--- src/rtl/code2421_pkg.sv ---
// Shared types and constants for the 2421 receive checker: FSM states, the ten
// legal 2421 code words and the digit successor helper.
package code2421_pkg;

    typedef enum logic [1:0] {
        HUNT,
        SYNC,
        LOCKED
    } state_t;

    localparam logic [3:0] CODE_0 = 4'b0000;
    localparam logic [3:0] CODE_1 = 4'b0001;
    localparam logic [3:0] CODE_2 = 4'b0010;
    localparam logic [3:0] CODE_3 = 4'b0011;
    localparam logic [3:0] CODE_4 = 4'b0100;
    localparam logic [3:0] CODE_5 = 4'b1011;
    localparam logic [3:0] CODE_6 = 4'b1100;
    localparam logic [3:0] CODE_7 = 4'b1101;
    localparam logic [3:0] CODE_8 = 4'b1110;
    localparam logic [3:0] CODE_9 = 4'b1111;

    localparam logic [3:0] DIGIT_ILLEGAL = 4'hF;

    // Decimal successor, wrapping 9 back to 0.
    function automatic logic [3:0] next_digit(input logic [3:0] d);
        return (d == 4'd9) ? 4'd0 : d + 4'd1;
    endfunction

endpackage

--- src/rtl/code2421_dec.sv ---
// Combinational 2421 to 8421 BCD decoder; illegal words give DIGIT_ILLEGAL with
// legal low.
module code2421_dec
    import code2421_pkg::*;
(
    input  logic [3:0] code,
    output logic       legal,
    output logic [3:0] digit
);

    always_comb begin
        legal = 1'b1;
        digit = DIGIT_ILLEGAL;
        case (code)
            CODE_0:  digit = 4'd0;
            CODE_1:  digit = 4'd1;
            CODE_2:  digit = 4'd2;
            CODE_3:  digit = 4'd3;
            CODE_4:  digit = 4'd4;
            CODE_5:  digit = 4'd5;
            CODE_6:  digit = 4'd6;
            CODE_7:  digit = 4'd7;
            CODE_8:  digit = 4'd8;
            CODE_9:  digit = 4'd9;
            default: legal = 1'b0;
        endcase
    end

endmodule

--- config.mk ---
export PLATFORM = sky130hd
export DESIGN_NAME = code2421_dec
export DESIGN_NICKNAME = d
export VERILOG_FILES = /design/src/rtl/code2421_pkg.sv /design/src/rtl/code2421_dec.sv
export SDC_FILE = /design/constraint.sdc
export NUM_CORES = 1
export LEC_CHECK = 0
export BUFFER_PORTS_ARGS = -buffer_cell sky130_fd_sc_hd__buf_2
export CORE_AREA = 2 2 39 41
export DETAILED_ROUTE_END_ITERATION = 12
export DIE_AREA = 0 0 41 43
export GPL_TIMING_DRIVEN = 0
export SYNTH_ARGS = -nofsm -noshare
export SYNTH_HDL_FRONTEND = slang
export SYNTH_SLANG_ARGS = --single-unit
--- constraint.sdc ---
create_clock -name vclk -period 1
set_clock_uncertainty 0.15 [all_clocks]
set_input_delay 0.05 -clock vclk [all_inputs]
set_output_delay 0.05 -clock vclk [all_outputs]
set_load 0.03 [all_outputs]
==> impl_metrics.json <==
{
  "status": "complete, no violations",
  "yosys.area.top_type_share": 0.190,
  "max_slew_margin": 0.880,
  "tightest_slew_ns": 0.178,
  "min_path_type": "in -> out",
  "yosys-top-cells-area": "nor2b_1, a211o_1, a2bb2oi_1",
  "grt_usage": 0.0240,
  "setup_viol": 0,
  "yosys.area.top_type": "nor2b_1",
  "pwr_density_cell_mw_per_mm2": 606,
  "routed_wl_um": 281,
  "cp_slowest_stage_delay_ns": 0.27,
  "nFlopsAndLatches": 0,
  "synthCells": 15,
  "synth_top_family_by_area": "compound AO/OA/AOI/OAI gates",
  "wl_per_cell_um": 7.03,
  "cp_top_family": "buffers and inverters",
  "period_share": 0.975,
  "drtIter0Drc": 1,
  "grt_max_degree": 9,
  "critical_path_class": "in -> out",
  "critPathBufInv": 2,
  "synth_nets": 19,
  "vias": 150,
  "hold_depth": 3,
  "synth-adder-area-share": 0,
  "final.clkbuf_count": 0,
  "cp.required_ns": 0.80,
  "path_cells": "buf_2 -> nor2b_2 -> a211o_1 -> buf_6",
  "grt_pass1_wl_um": 331,
  "rows": 14,
  "die_h_um": 43,
  "nFillCells": 161,
  "syn-cell-area_um2": 98.8,
  "dp_hpwl_um": 225,
  "clock.fmax_mhz": 1030,
  "route.detailed.drc": 0,
  "hold_viol_final": 0,
  "synth.area.mux_share": 0,
  "finalMaxSlewViolations": 0,
  "synthSimpleGateAreaFrac": 0.392,
  "synth_xor_area_frac": 0,
  "globalplace.congestion": 0.418,
  "fp.dieArea_mm2": 0.00176,
  "nNetsFinal": 30,
  "grt_pass1_vias": 87,
  "firstDrtPassIters": 2,
  "design.core.area_mm2": 0.00138,
  "synth-compound-area-share": 0.608,
  "rsz0062_at_grt": "true",
  "final-seq-area_um2": 0,
  "multiInputGateArea_um2": 106,
  "slowest_stage": "a211o_1",
  "endpoint_kind": "output pin",
  "grt-ovfl-total": 0,
  "crit_fanout": 7,
  "cts_setup_buffers": 0,
  "viasPerCell": 3.75,
  "hold_end": "digit[0]",
  "areaGrowthSynthToFinish_pct": 82.3,
  "drv_cap": 0,
  "period_needed_ns": 0.975,
  "min-delay-start": "code[0]",
  "portBuffers": 9,
  "num_antenna_cells": 0,
  "p_leak_nw": 0.0781,
  "drive_above_1_share": 0.458,
  "crit_path_start_kind": "input pin",
  "die_w_um": 41,
  "ys_seq_area_frac": 0,
  "ir_drop_mv": 0.0599,
  "initial_core_util": 0.0714,
  "yosys_warnings": 0,
  "hold_slack_ns": 0.343,
  "synthDistinctLibCells": 12,
  "tns_ns": 0,
  "syn_avg_cell_area_um2": 6.59,
  "ioPinCount": 9,
  "antenna_found_initial": 0,
  "power.total_uw": 109,
  "cp.arrival_ns": 0.78,
  "hold_buffers": 0,
  "ant_nets": 0
}
[layout by cell type, fill, tap and decap left out, drive strengths merged]
master   Yosys  final
or2          1      1
a211oi       1      1
nand2b       1      1
o21a         1      1
a21oi        1      1
a21boi       1      1
a21o         1      1
a22oi        1      1
a2bb2oi      1      1
nor2b        3      3
nand2        2      2
a211o        1      1
buf          0      9
[how the worst max path moves through the flow]
| stage | from | to | slack (ns) | cells past startpoint |
|---|---|---|---|---|
| global placement | code[2] | digit[0] | -0.0006 | 4 |
| floorplan | code[0] | legal | 0.02 | 2 |
| finish | code[2] | digit[0] | 0.02 | 4 |
| CTS | code[2] | digit[0] | 0.002 | 4 |
| global route | code[3] | digit[3] | -0.008 | 4 |
| detailed placement | code[2] | digit[0] | -0.01 | 4 |
[tightest hold or removal path, stage by stage]
cell	delay (ns)
buf_2	0.14
a211o_1	0.13
buf_6	0.13
[area by class of cell]
cell class,count,area share
repair buffers,9,0.299
well taps,16,0.111
multi-input cells,15,0.590
[power breakdown]
part,switching (mW),internal (mW)
Clock,0,0
Sequential,0,0
Combinational,0.0666,0.0426
Total,0.0666,0.0426
[through the flow]
step | cells | worst slack (ns) | util | instance area [µm²]
after CTS | 40 | 0.00183 | 0.123 | 170
final | 40 | 0.0247 | 0.130 | 180
after detailed placement | 40 | -0.0127 | 0.118 | 164
after floorplan | 15 | 0.0158 | - | 98.8
after global routing | 40 | -0.00758 | 0.130 | 180
after global placement | 40 | -0.000621 | 0.118 | 164
[logic make-up (layout without fill, tap and decap cells)]
kind of cell	after synthesis	after routing
compound gates	8	8
simple gates	7	7
buf+inv	0	9
[routing by layer]
layer  vias to the layer above  GRT usage  wire length [µm]
met5                         -          0                 0
met3                         0          0                34
met2                         7     0.0469               132
li1                         76          -                 -
met1                        67     0.0285               114
met4                         0          0                 0
[synth_stat cells]
cell,instances
a211oi_1,1
a211o_1,1
a21oi_1,1
or2_1,1
nand2_1,2
a21boi_1,1
o21a_1,1
a21o_1,1
nand2b_1,1
a2bb2oi_1,1
a22oi_1,1
nor2b_1,3
[what timing repair did]
action | CTS | global route
setup endpoints to repair | 1 | 2
pin swaps | 0 | 1
gates cloned | 0 | 0
resized for setup | 2 | 4
Note: power is estimated with default switching activity, not from simulation.
